[src/rtl/ha_serial_accum.sv]
// ha_serial_accum: bit-serial adder stage.
// Takes operand bit pairs (a, b) LSB-first, one pair per in_valid/in_ready
// handshake. It keeps a running carry and collects the sum bits in a shift
// register. After W bits it presents the W-bit sum and the carry-out on a
// valid/ready output, and holds them there until the consumer takes them.
// Optional feature macro: HA_SERIAL_SAT_EN. When it is defined, a final carry
// saturates the result to all ones and raises ovf. When it is undefined, the
// result is the modulo-2^W sum and ovf is tied to 0.
module ha_serial_accum #(
  parameter int W = 8
) (
  input  logic         clk,
  input  logic         rst_n,
  input  logic         ena,
  input  logic         clr,
  input  logic         in_valid,
  input  logic         in_a,
  input  logic         in_b,
  output logic         in_ready,
  output logic         out_valid,
  input  logic         out_ready,
  output logic [W-1:0] result,
  output logic         cout,
  output logic         busy,
  output logic         ovf
);

  localparam int CNT_W = $clog2(W + 1);

  typedef enum logic {
    ACCUM = 1'b0,
    HOLD  = 1'b1
  } state_t;

  state_t             state_q,     state_d;
  logic [CNT_W-1:0]   bit_cnt_q,   bit_cnt_d;
  logic               carry_q,     carry_d;
  logic [W-1:0]       shift_q,     shift_d;
  logic [W-1:0]       result_q,    result_d;
  logic               cout_q,      cout_d;
  logic               out_valid_q, out_valid_d;
`ifdef HA_SERIAL_SAT_EN
  logic               ovf_q,       ovf_d;
`endif

  logic               accept;
  logic               take;
  logic               last_bit;
  logic               sum_bit;
  logic               carry_nxt;
  logic [W-1:0]       shift_nxt;

  // Full-adder slice that folds the incoming bit pair into the running carry.
  assign sum_bit   = in_a ^ in_b ^ carry_q;
  assign carry_nxt = (in_a & in_b) | (carry_q & (in_a ^ in_b));
  assign shift_nxt = {sum_bit, shift_q[W-1:1]};

  assign in_ready  = (state_q == ACCUM) & ena;
  assign accept    = in_valid & in_ready;
  assign take      = out_valid_q & out_ready & ena;
  assign last_bit  = (bit_cnt_q == CNT_W'(W - 1));

  assign out_valid = out_valid_q;
  assign result    = result_q;
  assign cout      = cout_q;
  assign busy      = (bit_cnt_q != '0);
`ifdef HA_SERIAL_SAT_EN
  assign ovf       = ovf_q;
`else
  assign ovf       = 1'b0;
`endif

  // Next-state logic. clr outranks the handshakes, and ena=0 freezes everything.
  always_comb begin
    state_d     = state_q;
    bit_cnt_d   = bit_cnt_q;
    carry_d     = carry_q;
    shift_d     = shift_q;
    result_d    = result_q;
    cout_d      = cout_q;
    out_valid_d = out_valid_q;
`ifdef HA_SERIAL_SAT_EN
    ovf_d       = ovf_q;
`endif
    if (ena) begin
      if (clr) begin
        // Abort. The last presented result/cout stay visible.
        state_d     = ACCUM;
        bit_cnt_d   = '0;
        carry_d     = 1'b0;
        shift_d     = '0;
        out_valid_d = 1'b0;
`ifdef HA_SERIAL_SAT_EN
        ovf_d       = 1'b0;
`endif
      end else begin
        unique case (state_q)
          ACCUM: begin
            if (accept) begin
              shift_d = shift_nxt;
              if (last_bit) begin
                // The final bit goes straight into the output registers.
`ifdef HA_SERIAL_SAT_EN
                result_d = carry_nxt ? {W{1'b1}} : shift_nxt;
                ovf_d    = carry_nxt;
`else
                result_d = shift_nxt;
`endif
                cout_d      = carry_nxt;
                out_valid_d = 1'b1;
                carry_d     = 1'b0;
                bit_cnt_d   = '0;
                state_d     = HOLD;
              end else begin
                carry_d   = carry_nxt;
                bit_cnt_d = bit_cnt_q + CNT_W'(1);
              end
            end
          end
          HOLD: begin
            // No bypass: accepting restarts on the cycle after the take.
            if (take) begin
              out_valid_d = 1'b0;
              state_d     = ACCUM;
            end
          end
          default: state_d = ACCUM;
        endcase
      end
    end
  end

  // State registers with asynchronous active-low reset.
  always_ff @(posedge clk or negedge rst_n) begin
    if (!rst_n) begin
      state_q     <= ACCUM;
      bit_cnt_q   <= '0;
      carry_q     <= 1'b0;
      shift_q     <= '0;
      result_q    <= '0;
      cout_q      <= 1'b0;
      out_valid_q <= 1'b0;
`ifdef HA_SERIAL_SAT_EN
      ovf_q       <= 1'b0;
`endif
    end else begin
      state_q     <= state_d;
      bit_cnt_q   <= bit_cnt_d;
      carry_q     <= carry_d;
      shift_q     <= shift_d;
      result_q    <= result_d;
      cout_q      <= cout_d;
      out_valid_q <= out_valid_d;
`ifdef HA_SERIAL_SAT_EN
      ovf_q       <= ovf_d;
`endif
    end
  end

endmodule

[config.mk]
export PLATFORM = sky130hd
export DESIGN_NAME = ha_serial_accum
export DESIGN_NICKNAME = d
export VERILOG_FILES = /design/src/rtl/ha_serial_accum.sv
export SDC_FILE = /design/constraint.sdc
export NUM_CORES = 1
export LEC_CHECK = 0
export BUFFER_PORTS_ARGS = -buffer_cell sky130_fd_sc_hd__buf_2
export CAP_MARGIN = 20
export CORE_ASPECT_RATIO = 2
export CORE_UTILIZATION = 30
export DETAILED_ROUTE_END_ITERATION = 7
export PLACE_DENSITY = 0.58
export SLEW_MARGIN = 20
export SYNTH_ARGS = -nofsm -noshare
export SYNTH_HDL_FRONTEND = slang
export SYNTH_SLANG_ARGS = --single-unit
[constraint.sdc]
create_clock -name clk -period 2 [get_ports clk]
set_input_delay 0.1 -clock clk [delete_from_list [all_inputs] [get_ports clk]]
set_output_delay 0.1 -clock clk [all_outputs]
set_load 0.005 [all_outputs]
==> results.txt <==
Once layout is complete, the utilization of the core stands at 36.9%. In the post-synthesis netlist, the biggest area contributors are sky130_fd_sc_hd__dfrtp_1 53%, sky130_fd_sc_hd__mux2_4 13%, sky130_fd_sc_hd__a22o_1 6.5%, sky130_fd_sc_hd__ha_1 2.3%, sky130_fd_sc_hd__fa_1 1.9%. The area growth from synthesis to layout is 16.8%. The H-tree depth was 1; the number of I/O pins was 21. Based on the critical path, the design can be clocked at up to 0.632 GHz. For the worst setup path, the data arrival time is 1.73 ns.

The top flip-flop cell by instance count after synthesis is sky130_fd_sc_hd__dfrtp_1. The tools report the number of setup violations in the final report as 0. The transition at the pin with the smallest max-transition slack was 0.509 ns.

The biggest area consumer among synthesized cells is sky130_fd_sc_hd__dfrtp_1. The routed design has 2.04 mm of wire. Yosys mapped a number of flops with a built-in enable equal to 0. The minimum clock period after layout is 1.58 ns, and the gate count of the mapped netlist is 82. The mean area per synthesized cell was 13.2 um^2; the number of filler instances in the final layout was 334. The kind of end point of the critical path is a register. After global routing the overflow that remains totals 0. The placed wire-length estimate after detailed placement is 1.52 mm, and the die width is 44.4 um. TritonCTS created 3 clock buffers.

The post-route netlist has 34.0% of its cells at a drive strength greater than 1. The worst-case IR drop observed on VDD is 0.310 mV. The first TritonRoute pass finished after 6 iterations. Together, buffers and inverters on the worst path number 0. The total count of max-transition violations in the final report came out at 0.

After the last flow step, the layout net total stands at 115. Summing all multi-input logic gate instances after layout gives 453 um^2. In this run the remaining antenna-violating nets after routing total 0. STA classifies the critical path startpoint as a register.

The signal on the critical path passes through ha_1 -> nand2_1 -> nor2_1 -> and2_4 -> mux2_4. The core region is 3420 um^2. The unique cell type count in the Yosys netlist was 30; the fraction of registers with async set or reset after synthesis was 100%. Registers take 576 um^2.

The portion of synthesized cell area occupied by the leading cell type is 53.3%. TritonCTS built the clock tree. Clock-pin slew was measured on the worst setup and hold paths at 0.08 ns. The synthesized flop and latch total was 23; the worst-skew pair later-pin latency was 0.26 ns. In the routed design, unresolved DRC markers number 0. The floorplan has 30 rows. The worst hold-check path type was in2reg.

Dividing the detail-routed wire length by the instance count gives 13.5 um. The biggest fanout along the worst timing path works out to 10. The number of nets handed over by synthesis was 93.

For this block, the initial DRC count from the detailed router was 24. The total standard cell area after synthesis was 1080 um^2; the longest individual stage delay on the worst path was 0.42 ns. Measured along the y axis, the die boundary spans 86.8 um. The final count of hold timing violations was 0; the final setup skew was 0.00343 ns. For this run, the total global-route usage over all layers was measured as 12.0%. The run gives 0 ns as the setup total negative slack. Entering global routing, the biggest net connects 24 pins. The cell area power density was 745 nW/um^2. Headroom to the max-slew limit came out at 66.0%.

CTS placed an instance of sky130_fd_sc_hd__clkbuf_8 at the clock tree root. The detailed router placed 715 vias in this run. Worst slack at placement: 0.439 ns. The initial utilization of the core area, before any placement, comes to 31.6%. Dividing the detail-routed via count by the number of cells gives 4.74.

The ratio of final minimum period to clock period is 79.1%. The smallest setup slack after layout was 0.419 ns; the count of buffers from port buffering was 19. Setup repair after global routing left no endpoint under its margin. Once the clock tree was built, the resizer swapped 0 gates to a different size. The tools report the count of antenna diodes in the layout as 0.

The run finished with clean final reports. The logs give 716 for the number of global-route vias before repair and 2.14 ns for the required time reported for the critical path endpoint. The largest individual stage delay along the critical path comes from the cell sky130_fd_sc_hd__dfrtp_1. The critical path is of the reg2reg type. For the warning count from the yosys run, the log shows 0.

Number of antenna violations at the first check in global routing: 0. Clock sink count: 23. For this design the static power due to leakage is 0.000644 uW. The global-route wire length before repair was 3.33 mm. The max-capacitance violation count was 0; the sequential-to-total area share from yosys stat was 53.3%. No sink is reached through more buffers than the 2 on the longest clock path. Placer's final routability congestion estimate: 0.839.

The floorplan step defined a die boundary enclosing 3860 um^2. For flop-to-flop paths, the worst setup slack is 0.42 ns. Cell class contributing the biggest share of worst-path delay: simple AND/OR/NAND/NOR gates.
[state kept, by name, indices dropped and copies added, names as in the netlist]
signal	cells
state_q	1
out_valid	1
carry_q	1
shift_q	7
result	8
bit_cnt_q	4
cout	1
[final timing paths]
path | start | endpoint | cells after the start
max in group asynchronous | rst_n | shift_q[2]$_DFFE_PN0P_ | 2
min reg2reg | result[3]$_DFFE_PN0P_ | result[3]$_DFFE_PN0P_ | 1
min in group asynchronous | rst_n | result[4]$_DFFE_PN0P_ | 2
max reg2reg | bit_cnt_q[1]$_DFFE_PN0P_ | result[2]$_DFFE_PN0P_ | 5
min | ena | state_q$_DFFE_PN0P_ | 2
max | bit_cnt_q[1]$_DFFE_PN0P_ | result[2]$_DFFE_PN0P_ | 5
[per-layer routing]
metal	wire [um]	global-route usage, %	vias to the layer above	part of all wire, %
li1	-	-	332	-
met1	789	12.2	354	39
met2	1110	20.5	19	54
met3	43	1.88	10	2.1
met4	101	9.64	0	4.9
met5	0	0	-	0
[Yosys cell counts (2+ instances only)]
master / count
sky130_fd_sc_hd__mux2_4: 9
sky130_fd_sc_hd__o21ai_1: 3
sky130_fd_sc_hd__nor2_1: 3
sky130_fd_sc_hd__inv_1: 2
sky130_fd_sc_hd__a21o_1: 2
sky130_fd_sc_hd__nor2b_1: 2
sky130_fd_sc_hd__a22o_1: 8
sky130_fd_sc_hd__nand2_1: 5
sky130_fd_sc_hd__nand3b_1: 2
sky130_fd_sc_hd__buf_2: 2
sky130_fd_sc_hd__dfrtp_1: 23
sky130_fd_sc_hd__ha_1: 2
sky130_fd_sc_hd__a31oi_1: 2
[power breakdown]
part | switching (uW) | internal [uW] | total, uW
logic | 63.9 | 63.7 | 128
registers | 39.1 | 494 | 533
clock network | 137 | 142 | 279
total | 240 | 700 | 940
[layout by cell type, fill, tap and decap left out, types with 2 or more instances in the layout]
master and instances:
sky130_fd_sc_hd__dfrtp_1 23, sky130_fd_sc_hd__buf_2 19, sky130_fd_sc_hd__mux2_4 9, sky130_fd_sc_hd__a22o_1 8, sky130_fd_sc_hd__nand2_1 5, sky130_fd_sc_hd__nor2_1 3, sky130_fd_sc_hd__o21ai_1 3, sky130_fd_sc_hd__clkbuf_8 3
sky130_fd_sc_hd__inv_1 2, sky130_fd_sc_hd__nor2b_1 2, sky130_fd_sc_hd__nand3b_1 2, sky130_fd_sc_hd__a31oi_1 2, sky130_fd_sc_hd__a21o_1 2, sky130_fd_sc_hd__ha_1 2, sky130_fd_sc_hd__buf_4 2
[metrics by stage]
step	total power, uW	area [um^2]	hold WS, ns	instances
2_1_floorplan	614	1080	-0.196	82
3_3_place_gp	666	1210	0.0929	146
3_5_place_dp	672	1210	0.0973	146
4_1_cts	954	1260	0.0925	151
5_1_grt	989	1260	0.119	151
6_report	940	1260	0.102	151
[repair_timing]
action                     in CTS  in global routing
buffers inserted                0                  0
setup endpoints to repair       0                  0
hold buffers                    1                  0
hold endpoints to repair       23                  0
[logic make-up (layout without fill, tap and decap cells)]
kind of cell	after synthesis	in the layout	share of synthesized area [%]
buffers and inverters	7	28	4.75
AND/OR/NAND/NOR	19	19	11.0
other	1	1	0.347
multiplexers	9	9	12.5
adder cells (fa/ha/maj)	3	3	4.17
flip-flops	23	23	53.3
AO/OA/AOI/OAI	20	20	13.9
[area by class of cell]
class / instances / share of cell area (%)
Inverter: 2 / 0.595
Tap cell: 48 / 4.76
Multi-Input combinational cell: 52 / 35.9
Timing Repair Buffer: 22 / 9.52
Sequential cell: 23 / 45.6
Clock buffer: 4 / 3.57
(Power assumes the default switching activity.)
